==> src/rtl/switch_input_conditioner.sv <==
// Slide-switch conditioner: per-bit synchroniser, saturating debounce counter and a
// registered output word with change strobe/mask. Define SW_EDGE_LATCH_EN for the sticky edge record.
module switch_input_conditioner #(
   parameter int WIDTH           = 16,
   parameter int SYNC_STAGES     = 2,
   parameter int DEBOUNCE_CYCLES = 1000000,
   parameter int CNT_W           = 20
) (
   input  logic             clk,
   input  logic             rst,
   input  logic [WIDTH-1:0] sw_raw,
   input  logic             hold,
   input  logic             clr_edges,
   output logic [WIDTH-1:0] sw,
   output logic             sw_changed,
   output logic [WIDTH-1:0] changed_mask,
   output logic [WIDTH-1:0] edge_latched
);

   localparam logic [CNT_W-1:0] CNT_MAX = CNT_W'(DEBOUNCE_CYCLES - 1);

   logic [SYNC_STAGES-1:0][WIDTH-1:0] sync_q, sync_d;
   logic [WIDTH-1:0][CNT_W-1:0]       cnt_q, cnt_d;
   logic [WIDTH-1:0]                  deb_q, deb_d;
   logic [WIDTH-1:0]                  sw_q, sw_d;
   logic                              sw_changed_q, sw_changed_d;
   logic [WIDTH-1:0]                  changed_mask_q, changed_mask_d;
   logic [WIDTH-1:0]                  edge_latched_q, edge_latched_d;
   logic [WIDTH-1:0]                  syn_s;

   assign syn_s = sync_q[SYNC_STAGES-1];

   always_comb begin
      sync_d    = sync_q;
      sync_d[0] = sw_raw;
      for (int s = 1; s < SYNC_STAGES; s++) begin
         sync_d[s] = sync_q[s-1];
      end
   end

   // Counter restarts whenever the synchronised level returns to the accepted one,
   // so bounce only gets through once it has been steady for the whole window.
   always_comb begin
      deb_d = deb_q;
      cnt_d = cnt_q;
      for (int i = 0; i < WIDTH; i++) begin
         if (syn_s[i] == deb_q[i]) begin
            cnt_d[i] = '0;
         end else if (cnt_q[i] == CNT_MAX) begin
            deb_d[i] = syn_s[i];
            cnt_d[i] = '0;
         end else begin
            cnt_d[i] = cnt_q[i] + CNT_W'(1);
         end
      end
   end

   // Output compares against the next debounced value so the strobe lands with the new word.
   always_comb begin
      sw_d           = sw_q;
      sw_changed_d   = 1'b0;
      changed_mask_d = '0;
      if (!hold && (deb_d != sw_q)) begin
         sw_d           = deb_d;
         sw_changed_d   = 1'b1;
         changed_mask_d = sw_q ^ deb_d;
      end else begin
         sw_changed_d   = 1'b0;
         changed_mask_d = '0;
      end
   end

`ifdef SW_EDGE_LATCH_EN
   // New changes are OR-ed in after the clear, so a coincident event survives.
   always_comb begin
      edge_latched_d = (edge_latched_q & ~{WIDTH{clr_edges}}) | changed_mask_d;
   end
`else
   logic unused_clr_edges_s;
   assign unused_clr_edges_s = clr_edges;

   always_comb begin
      edge_latched_d = '0;
   end
`endif

   always_ff @(posedge clk or posedge rst) begin
      if (rst) begin
         sync_q         <= '0;
         cnt_q          <= '0;
         deb_q          <= '0;
         sw_q           <= '0;
         sw_changed_q   <= 1'b0;
         changed_mask_q <= '0;
         edge_latched_q <= '0;
      end else begin
         sync_q         <= sync_d;
         cnt_q          <= cnt_d;
         deb_q          <= deb_d;
         sw_q           <= sw_d;
         sw_changed_q   <= sw_changed_d;
         changed_mask_q <= changed_mask_d;
         edge_latched_q <= edge_latched_d;
      end
   end

   assign sw           = sw_q;
   assign sw_changed   = sw_changed_q;
   assign changed_mask = changed_mask_q;
   assign edge_latched = edge_latched_q;

endmodule
==> config.mk <==
export PLATFORM = sky130hd
export DESIGN_NAME = switch_input_conditioner
export DESIGN_NICKNAME = d
export VERILOG_FILES = /design/src/rtl/switch_input_conditioner.sv
export SDC_FILE = /design/constraint.sdc
export NUM_CORES = 1
export LEC_CHECK = 0
export CAP_MARGIN = 20
export CORE_ASPECT_RATIO = 0.8
export CORE_UTILIZATION = 55
export CTS_CLUSTER_DIAMETER = 120
export CTS_CLUSTER_SIZE = 28
export DETAILED_ROUTE_END_ITERATION = 8
export HOLD_SLACK_MARGIN = 0.15
export PLACE_DENSITY = 0.74
export SLEW_MARGIN = 10
export SYNTH_ARGS = -nofsm -noshare
export SYNTH_HDL_FRONTEND = slang
export SYNTH_SLANG_ARGS = --single-unit
==> constraint.sdc <==
create_clock -name clk -period 21.5 [get_ports clk]
set_input_delay 3.225 -clock clk [delete_from_list [all_inputs] [get_ports clk]]
set_output_delay 3.225 -clock clk [all_outputs]
set_load 0.005 [all_outputs]
# Word level (Yosys, flattened, before mapping)
# Cells that the tools add are included.
# word_totals
ff_bits	401
in_bits	20
wordCells	140
# classes
addsub	16
n_eq_ne	33
muxes	66
bitwise_logic	1
reduce_logical	2
# ops
op	count
two-way mux 20 bit	32
adder 20 x 1 -> 20 bit, second input constant	16
== test 20 bit, second input constant	16
two-way mux 1 bit	33
== test 1 bit	16
two-way mux 16 bit	1
inequality test 16 bit	1
XOR 16 bit	1
logical AND 1 bit	1
zero test 1 bit	1

# Longest topological paths before layout
# Gate-level depths: netlist of run 1.
# logic_depth
depth_word	6
depth_mapped	9
mapped_depth_nobuf	8

# Worst setup path after synthesis of run 1
# No wires, ideal clock.
# synth_path
path_kind	input-to-reg
from	in hold
to	reg sw_q[0], in the netlist sw[0]
t_arrival_ns	4.034
required_ns	21.375
path_slack_ns	17.341
cell_stages	3
n_path_buf	1
cell_sequence	a41oi_4 buf_6 mux2_4
# synth_between
elab_chain_len	2
# synth_lines
item	line_no	rtl
start: declaration	12	input logic hold,
zero test 1 bit	63	if (!hold && (deb_d != sw_q)) begin
logical AND 1 bit	63	
end signal: assignment	100	sw_q <= sw_d;
end: declaration	25	logic [WIDTH-1:0] sw_q, sw_d;
# Every way passes these cells.
# A chain may end at the register's enable or synchronous reset.

==> metrics.yaml, run 1 <==
worst_setup_path:
  cpPeakStageDelay_ps: 830
  worstSetupStartpointType: "input port"
  crit_type: "input port to asynchronous set/reset pin"
  crit_path_frequent_cell: "buf_4"
  regToRegSetupSlack_ps: 17820
  path_cells: "clkdlybuf4s50_1 -> inv_8 -> buf_4 -> buf_4 -> buf_4 -> buf_16"
  r2r_cells: 8
  rr_endpoint: "sw[6]"
  worstSetupEndpointType: "asynchronous set/reset pin"
  arrival_ps: 6650
  crit_required_ps: 22210
  crit_slowest_cell: "buf_4"
  r2r_start: "cnt_q[68]"
  cp_max_fo: 97
yosys:
  ys_async_sr_fraction: 1.000
  synth_top_cells_by_count: "401 x dfrtp_1, 345 x nor2_1, 153 x xor2_1"
  synth_compound_area_frac: 0.02766
  ys_types: 43
  synth-seq-area-share: 0.5397
  yosys-mux-area-fraction: 0.02066
  synth_fa_ha_area_frac: 0.01077
  ys_ff_latch: 401
  synth_area_leader_cell: "dfrtp_1"
  syn_inst: 1818
  ys.flop_type: "dfrtp_1"
  synth_top_area_frac: 0.5397
  synth_area_leaders: "dfrtp_1 54%, xor2_1 7.2%, nor2_1 7.0%"
  synth_top_family_by_area: "simple AND/OR/NAND/NOR gates"
  synth.most_common_cell: "dfrtp_1"
  synth_edf_count: 0
  syn_area_um2: 18590
  synth_warnings: 0
  yosys.area_share.simple: 0.2509
  synth_xor_area_frac: 0.1352
  avgSynthCellArea_um2: 10.23
place:
  place_congestion: 0.8014
  portBuffers: 51
  dp_slack_ps: 14370
  place_hpwl_um: 22640
cts:
  post_cts_resized: 0
  cts_root_buffer: "clkbuf_16"
  postCtsSetupRepairBufs: 0
  cts_buffer_depth: 3
  cts_tree: "yes"
  insertion_delay_ps: 560
  numCtsBuffers: 18
  clk_pin_slew_worst_paths_ps: 100
  cts.sinks: 401
  h-tree-depth: 1
  cts_hold_buffers: 0
die:
  die-width_um: 207.6
  initial_utilization: 0.5647
  io_pins: 69
  rows: 59
  die_area_um2: 34550
  coreArea_um2: 32920
  fp.dieH_um: 166.5
sta:
  max_freq_mhz: 168.2
  worstMarginPinSlew_ps: 894.3
  relSlewSlack: 0.4038
  final.period_utilization: 0.2766
  setup-tns-final_ps: 0
  period_minus_slack_ps: 5947
  slew_viol_final: 0
  finalSetupViolCount: 0
  rsz0062_at_grt: "no"
  report.final.hold_viol_count: 0
  finalWorstSetupSlack_ps: 15550
  fin_skew_ps: 36.96
routing:
  via_per_inst: 5.470
  drtIter0Drc: 833
  drc_errors: 0
  wl_um: 32920
  drtPass1Iterations: 5
  route.vias.total: 12600
  avgRoutedWirePerCell_um: 14.29
  ant_nets: 0
finish:
  areaGrowthSynthToFinish_pct: 8.008
  diodes: 0
  nNetsFinal: 1913
  drive_above_1_share: 0.05061
power:
  power_uw: 1202
  ir_worst_vdd_mv: 0.04972
  powerDensity_nw_per_um2: 59.84
  leakage_uw: 0.008756
outcome:
  status: "finished clean"
grt:
  globalRouteOverflowTotal: 0
  antenna_found_initial: 0
  grt_first_pass_wirelength_um: 57620
  grt_pass1_vias: 12190
  grt_max_degree: 98
  grt_use_total: 0.1959
flow_run:
  cap_violations: 0
min_path:
  min_from: "sync_d[30]"
  min_path_type: "flop to flop"
  hold_path_depth: 0
  min_to: "syn_s[14]"
==> logic make-up after synthesis <==
kind of cell               after synthesis
AOI/OAI and AO/OA                       86
xor gates and xnor gates               287
adders and majority gates               16
buffers and inverters                   56
DFF                                    401
muxes                                   32
other                                    1
and+or+nand+nor                        939
==> worst max-delay path: cells and delay by family <==
kind	cells	cell delay [ps]
buffers and inverters	6	3290
==> registers in the layout, summed over array words and instances, names as in the netlist <==
name and flops:
syn_s 16, sw 16, sync_d 16, sw_changed 1
changed_mask 16, deb_q 16, cnt_q 320
==> through the flow <==
step,std cells,hold slack (ps),instance area (um2),utilization
2_1_floorplan,1833,331.2,18650,-
3_3_place_gp,2282,332.4,19550,0.5937
3_5_place_dp,2282,334.7,19550,0.5937
4_1_cts,2302,359.3,20030,0.6085
5_1_grt,2304,365.5,20080,0.6099
6_report,2304,356.2,20080,0.6099
==> worst max path at each step <==
stage          from               to  slack (ps)  depth (start not counted)
3_3_place_gp    rst  changed_mask[2]       14410                          5
3_5_place_dp    rst         cnt_q[7]       14370                          5
2_1_floorplan   rst  changed_mask[0]        7120                          1
5_1_grt         rst         cnt_q[4]       15020                          6
4_1_cts         rst        cnt_q[74]       14940                          5
6_report        rst            sw[2]       15550                          6
==> cell type report <==
type | count | area (um2)
inverters | 21 | 86.33
fillers | 2693 | 12840
clock inverters | 2 | 36.28
repair buffers | 59 | 603.1
multi-input cells | 1376 | 8337
flip-flops and latches | 401 | 10030
clock buffers | 18 | 450.4
well taps | 427 | 534.3
==> power breakdown <==
part,total [uW],switching [uW],internal (uW)
sequential,774,9.49,764
clock,385,229,156
combinational,43.4,30.4,12.9
total,1200,269,933
==> cells in the final DEF (no fill, tap or decap), drive strengths merged, types with 3 or more instances in the layout <==
cell type and n:
nor2b 25, a21oi 35, clkdlybuf4s50 51, ha 16, nor3 37, nand3 121, nor4 10, mux2 30
clkbuf 18, or3 36, o22ai 12, xor2 153, and3 79, conb 16, and2 3, or4 32
a211o 10, inv 22, o21ai 27, nand2b 20, nand4b 14, or4b 14, and4 3, dfrtp 401
xnor2 134, nor2 345, or2 19, nand2 124, nand4 51, buf 8
==> layer usage <==
layer | part of all wire | up-vias | track usage
met5 | 0 | - | 0
met4 | 0.011 | 0 | 0.03082
met3 | 0.032 | 28 | 0.02791
met2 | 0.45 | 155 | 0.3120
met1 | 0.50 | 6171 | 0.2911
li1 | - | 6248 | -
Note: power is estimated with default switching activity, not from simulation.
==> run 2, diff against run 1 <==
Clock period 21.5 ns to 5.5 ns, I/O delays scaled along.
==> metrics.yaml, run 2 (synthesis gave the netlist of run 1 again) <==
sta:
  finalSetupViolCount: 0  # unchanged
  fin_skew_ps: 25.70  # -11.26 ps
  max_freq_mhz: 269.2
  final.period_utilization: 0.6753
  finalWorstSetupSlack_ps: 1786  # -13770 ps
  slew_viol_final: 0  # unchanged
  period_minus_slack_ps: 3714
  report.final.hold_viol_count: 0  # unchanged
  rsz0062_at_grt: "no"
  worstMarginPinSlew_ps: 816.4  # -77.87 ps
  relSlewSlack: 0.4557  # +0.05192
worst_setup_path:
  crit_type: "flop to flop"
  cp_max_fo: 11  # -89%
  arrival_ps: 4140  # -2510 ps
  crit_required_ps: 5930  # -16280 ps
  worstSetupStartpointType: "flop"
  worstSetupEndpointType: "flop"
cts:
  cts.sinks: 401  # unchanged
  post_cts_resized: 0  # unchanged
  clk_pin_slew_worst_paths_ps: 110  # about the same
  cts_hold_buffers: 0  # unchanged
  postCtsSetupRepairBufs: 0  # unchanged
  h-tree-depth: 1  # unchanged
  cts_buffer_depth: 3  # unchanged
  insertion_delay_ps: 540  # -20 ps
  cts_root_buffer: "clkbuf_16"
  cts_tree: "yes"
  numCtsBuffers: 18  # unchanged
routing:
  avgRoutedWirePerCell_um: 14.39  # +0.71%
  route.vias.total: 12580  # -0.19%
  via_per_inst: 5.466  # about the same
  drtIter0Drc: 711  # -15%
  drc_errors: 0  # unchanged
  wl_met2_um: 15090  # +1.5%
  wl_met3_um: 1105  # +4.3%
  wl_met1_um: 16440  # -1.0%
  wl_um: 33110  # +0.58%
  top_layer: "met4"
  drtPass1Iterations: 5  # unchanged
  ant_nets: 0  # unchanged
grt:
  globalRouteOverflowTotal: 0  # unchanged
  grt_use_total: 0.1998  # +0.003864
  antenna_found_initial: 0  # unchanged
  grt_max_degree: 150  # +53%
  grt_pass1_vias: 12450  # +2.1%
  grt_first_pass_wirelength_um: 58760  # +2.0%
die:
  die_area_um2: 34550  # unchanged
  rows: 59  # unchanged
  io_pins: 69  # unchanged
  initial_utilization: 0.5647  # unchanged
  die-width_um: 207.6  # unchanged
  coreArea_um2: 32920  # unchanged
  fp.dieH_um: 166.5  # unchanged
finish:
  areaGrowthSynthToFinish_pct: 7.941  # about the same
  largest_reg_flops: 320  # unchanged
  layout.cells.most_common: "dfrtp_1"
  top_register: "cnt_q"
  postLayoutCoreUtil: 0.6096  # about the same
  layout_common_cells: "401 x dfrtp_1, 345 x nor2_1, 153 x xor2_1"
  nNetsFinal: 1910  # -0.16%
  diodes: 0  # unchanged
  drive_above_1_share: 0.04909  # -0.001520
  regArea_um2: 10030  # unchanged
  fin_cells: 2301  # -0.13%
  multiInputGateArea_um2: 8337  # unchanged
  n_fill_cell: 2682  # -0.41%
place:
  dp_slack_ps: 1800  # -12560 ps
  place_congestion: 0.8055  # +0.51%
  portBuffers: 51  # unchanged
  place_hpwl_um: 22430  # -0.93%
  dp.cells: 2281  # -0.044%
power:
  leakage_uw: 0.008743  # -0.15%
  ir_worst_vdd_mv: 0.2570  # +420%
  powerDensity_nw_per_um2: 235.2  # +290%
outcome:
  status: "finished clean"
flow_run:
  cap_violations: 0  # unchanged
min_path:
  min_path_type: "flop to flop"
==> run 2: stage by stage <==
| step | cell area [um2] | hold slack (ps) | setup TNS [ps] | total power, uW |
|---|---|---|---|---|
| after floorplan | 18650 | 331.2 | -290630 | 3202 |
| after global placement | 19570 | 333.3 | 0 | 3249 |
| final | 20070 | 357.2 | 0 | 4721 |
| after CTS | 20070 | 359.5 | 0 | 4793 |
| after detailed placement | 19570 | 334.7 | 0 | 3254 |
| after global routing | 20070 | 371.6 | 0 | 4918 |
==> run 2: worst max-delay path: stages, from the launching register on <==
cell	delay, ps
dfrtp_1	450
or4_1	540
or4_1	590
o22ai_1	250
nand2_1	90
nor3_1	600
a41oi_4	400
buf_4	360
mux2_4	320
==> run 2: path summary, 6_finish.rpt <==
check / from / end / slack [ps] / cells after the start
setup reg to reg: cnt_q[67] / sw[15] / 1790 / 8
hold reg to reg: sync_d[29] / syn_s[13] / 360 / 0
max in group asynchronous: rst / cnt_q[121] / 3950 / 3
setup / recovery: cnt_q[67] / sw[15] / 1790 / 8
hold / removal: sync_d[29] / syn_s[13] / 360 / 0
min in group asynchronous: rst / cnt_q[145] / 850 / 3
==> run 2: cell type report <==
type | instances | share of cell area
Timing Repair Buffer | 56 | 0.02918
Inverter | 21 | 0.004115
Multi-Input combinational cell | 1376 | 0.4154
Clock inverter | 1 | 0.0009975
Sequential cell | 401 | 0.5000
Tap cell | 427 | 0.02662
Clock buffer | 19 | 0.02369
==> run 2: layer usage <==
layer  global-route usage  vias up
met5                    0        -
met4              0.04023        0
li1                     -     6233
met1               0.2902     6168
met2               0.3194      141
met3              0.03187       36
==> run 2: where the power goes <==
part           total (uW)  switching (uW)  leakage, uW  internal, uW
Sequential           3020            37.1      0.00549          2990
Clock                1530             897     0.000244           633
Combinational         167             118      0.00301          49.2
Total                4720            1050      0.00874          3670
==> run 3, diff against run 2 <==
Settings changed: PLACE_DENSITY 0.74 to 0.77.
Clock period 5.5 ns to 3.26 ns, I/O delays scaled along.
==> metrics.yaml, run 3 (synthesis gave the netlist of run 1 again) <==
flow_run:
  cap_violations: 0  # unchanged
routing:
  via_per_inst: 5.488  # +0.40%
  drc_errors: 0  # unchanged
  drtPass1Iterations: 7  # +2
  route.vias.total: 12790  # +1.7%
  drtIter0Drc: 698  # -1.8%
  ant_nets: 0  # unchanged
  wl_um: 33220  # +0.34%
  avgRoutedWirePerCell_um: 14.26  # -0.90%
sta:
  relSlewSlack: 0.5689  # +0.1132
  final.period_utilization: 0.9648  # +0.2894
  finalSetupViolCount: 0  # unchanged
  max_freq_mhz: 318.0  # +18%
  slew_viol_final: 0  # unchanged
  worstMarginPinSlew_ps: 645.2  # -171.3 ps
  fin_skew_ps: 29.45  # +3.754 ps
  report.final.hold_viol_count: 0  # unchanged
  rsz0062_at_grt: "no"
  period_minus_slack_ps: 3145  # -569.2 ps
finish:
  nNetsFinal: 1939  # +1.5%
  drive_above_1_share: 0.06621  # +0.01712
  postLayoutCoreUtil: 0.6177  # +0.008171
  fin_cells: 2330  # +1.3%
  largest_reg_flops: 320  # unchanged
  diodes: 0  # unchanged
  top_register: "cnt_q"
  layout.cells.most_common: "dfrtp_1"
  areaGrowthSynthToFinish_pct: 9.388
  layout_common_cells: "401 x dfrtp_1, 345 x nor2_1, 153 x xor2_1"
place:
  place_congestion: 0.8184  # +1.6%
  portBuffers: 51  # unchanged
  place_hpwl_um: 23440  # +4.5%
  dp.cells: 2310  # +1.3%
grt:
  globalRouteOverflowTotal: 0  # unchanged
  grt_max_degree: 111  # -26%
  antenna_found_initial: 0  # unchanged
  grt_first_pass_wirelength_um: 58710  # about the same
  grt_pass1_vias: 12550  # +0.83%
  grt_use_total: 0.1993  # -0.0004373
die:
  die-width_um: 207.6  # unchanged
  die_area_um2: 34550  # unchanged
  initial_utilization: 0.5647  # unchanged
  fp.dieH_um: 166.5  # unchanged
  coreArea_um2: 32920  # unchanged
  io_pins: 69  # unchanged
  rows: 59  # unchanged
worst_setup_path:
  cp_num_buf_inv: 1  # unchanged
  regToRegSetupSlack_ps: 110  # -1670 ps
  crit_family: "simple AND/OR/NAND/NOR gates"
  cpPeakStageDelay_ps: 580  # -20 ps
  cp_max_fo: 8  # -3
  worstSetupEndpointType: "flop"
  path_cells: "or4_1 -> or4_4 -> or3_1 -> a22oi_1 -> and4_4 -> a41oi_4 -> buf_12 -> mux2_4"
  worstSetupStartpointType: "flop"
  crit_slowest_cell: "or4_4"
  arrival_ps: 3560  # -580 ps
  crit_type: "flop to flop"
  crit_required_ps: 3680  # -2250 ps
cts:
  cts_tree: "yes"
  cts_root_buffer: "clkbuf_16"
  cts.sinks: 401  # unchanged
  cts_buffer_depth: 3  # unchanged
  postCtsSetupRepairBufs: 0  # unchanged
  cts_hold_buffers: 0  # unchanged
  h-tree-depth: 1  # unchanged
  insertion_delay_ps: 550  # about the same
  numCtsBuffers: 18  # unchanged
  clk_pin_slew_worst_paths_ps: 100  # about the same
power:
  power_uw: 7920  # +68%
  ir_worst_vdd_mv: 0.4051  # +58%
  leakage_uw: 0.008909  # +1.9%
  powerDensity_nw_per_um2: 389.4  # +66%
outcome:
  status: "finished clean"
min_path:
  min_path_type: "input port to asynchronous set/reset pin"
run 3: cell count changes in the layout (fill, tap and decap cells not counted):
| cell | previous run | this run |
|---|---|---|
| buf_4 | 2 | 29 |
| clkbuf_16 | 19 | 18 |
| nor3b_1 | 2 | 0 |
| nor4_1 | 9 | 8 |
| nor4_4 | 0 | 1 |
| or4_1 | 31 | 30 |
| or4_4 | 1 | 2 |
| clkinv_8 | 0 | 1 |
| nor4b_2 | 0 | 1 |
| nor3b_2 | 0 | 2 |
| nor4b_1 | 2 | 1 |
| buf_12 | 3 | 5 |
run 3: per-layer routing:
metal | share of wire | up-vias | GRT usage | wire, um
met4 | 0.015 | 0 | 0.03407 | 494
met1 | 0.49 | 6288 | 0.2929 | 16310
li1 | - | 6311 | - | -
met3 | 0.037 | 27 | 0.02885 | 1245
met5 | 0 | - | 0 | 0
met2 | 0.46 | 161 | 0.3200 | 15170
run 3: stage by stage:
step           instance area (um2)  hold slack (ps)  TNS (ps)  setup WS [ps]
3_5_place_dp                 19820            335.6         0          10.69
5_1_grt                      20340            193.2         0          25.75
6_report                     20340            210.4         0          114.9
3_3_place_gp                 19820            331.6         0          84.67
2_1_floorplan                18650            331.2  -1054130          -2629
4_1_cts                      20310            187.6         0          84.56
run 3: where the power goes:
part	internal, uW	switching, uW	total [uW]
logic	89.6	203	292
clock network	1030	1500	2530
registers	5040	61.6	5100
run 3: worst reg2reg max path: stages (launching register included):
cell and delay [ps]:
dfrtp_1 430, or4_1 530, or4_4 580, or3_1 390, a22oi_1 190, and4_4 280
a41oi_4 140, buf_12 200, mux2_4 300
run 3: worst paths after layout:
path,start,to,depth (start not counted)
worst max-delay path,cnt_q[187],sw[4],8
worst min-delay path,rst,cnt_q[249],2
worst max register to register,cnt_q[187],sw[4],8
worst min register to register,sync_d[25],syn_s[9],0
max in group asynchronous,rst,cnt_q[99],4
min in group clk,sync_d[25],syn_s[9],0
run 3: final cells by class:
type / count / area (um2)
clock inverters: 2 / 36.28
inverters: 21 / 82.58
fillers: 2689 / 12590
flip-flops and latches: 401 / 10030
multi-input cells: 1376 / 8372
well taps: 427 / 534.3
clock buffers: 18 / 450.4
repair buffers: 85 / 828.3
run 3: what timing repair did:
item                       CTS  global route
gates cloned                 0             0
gates resized for setup      1             5
pin swaps                    0             0
setup endpoints to repair    4            15
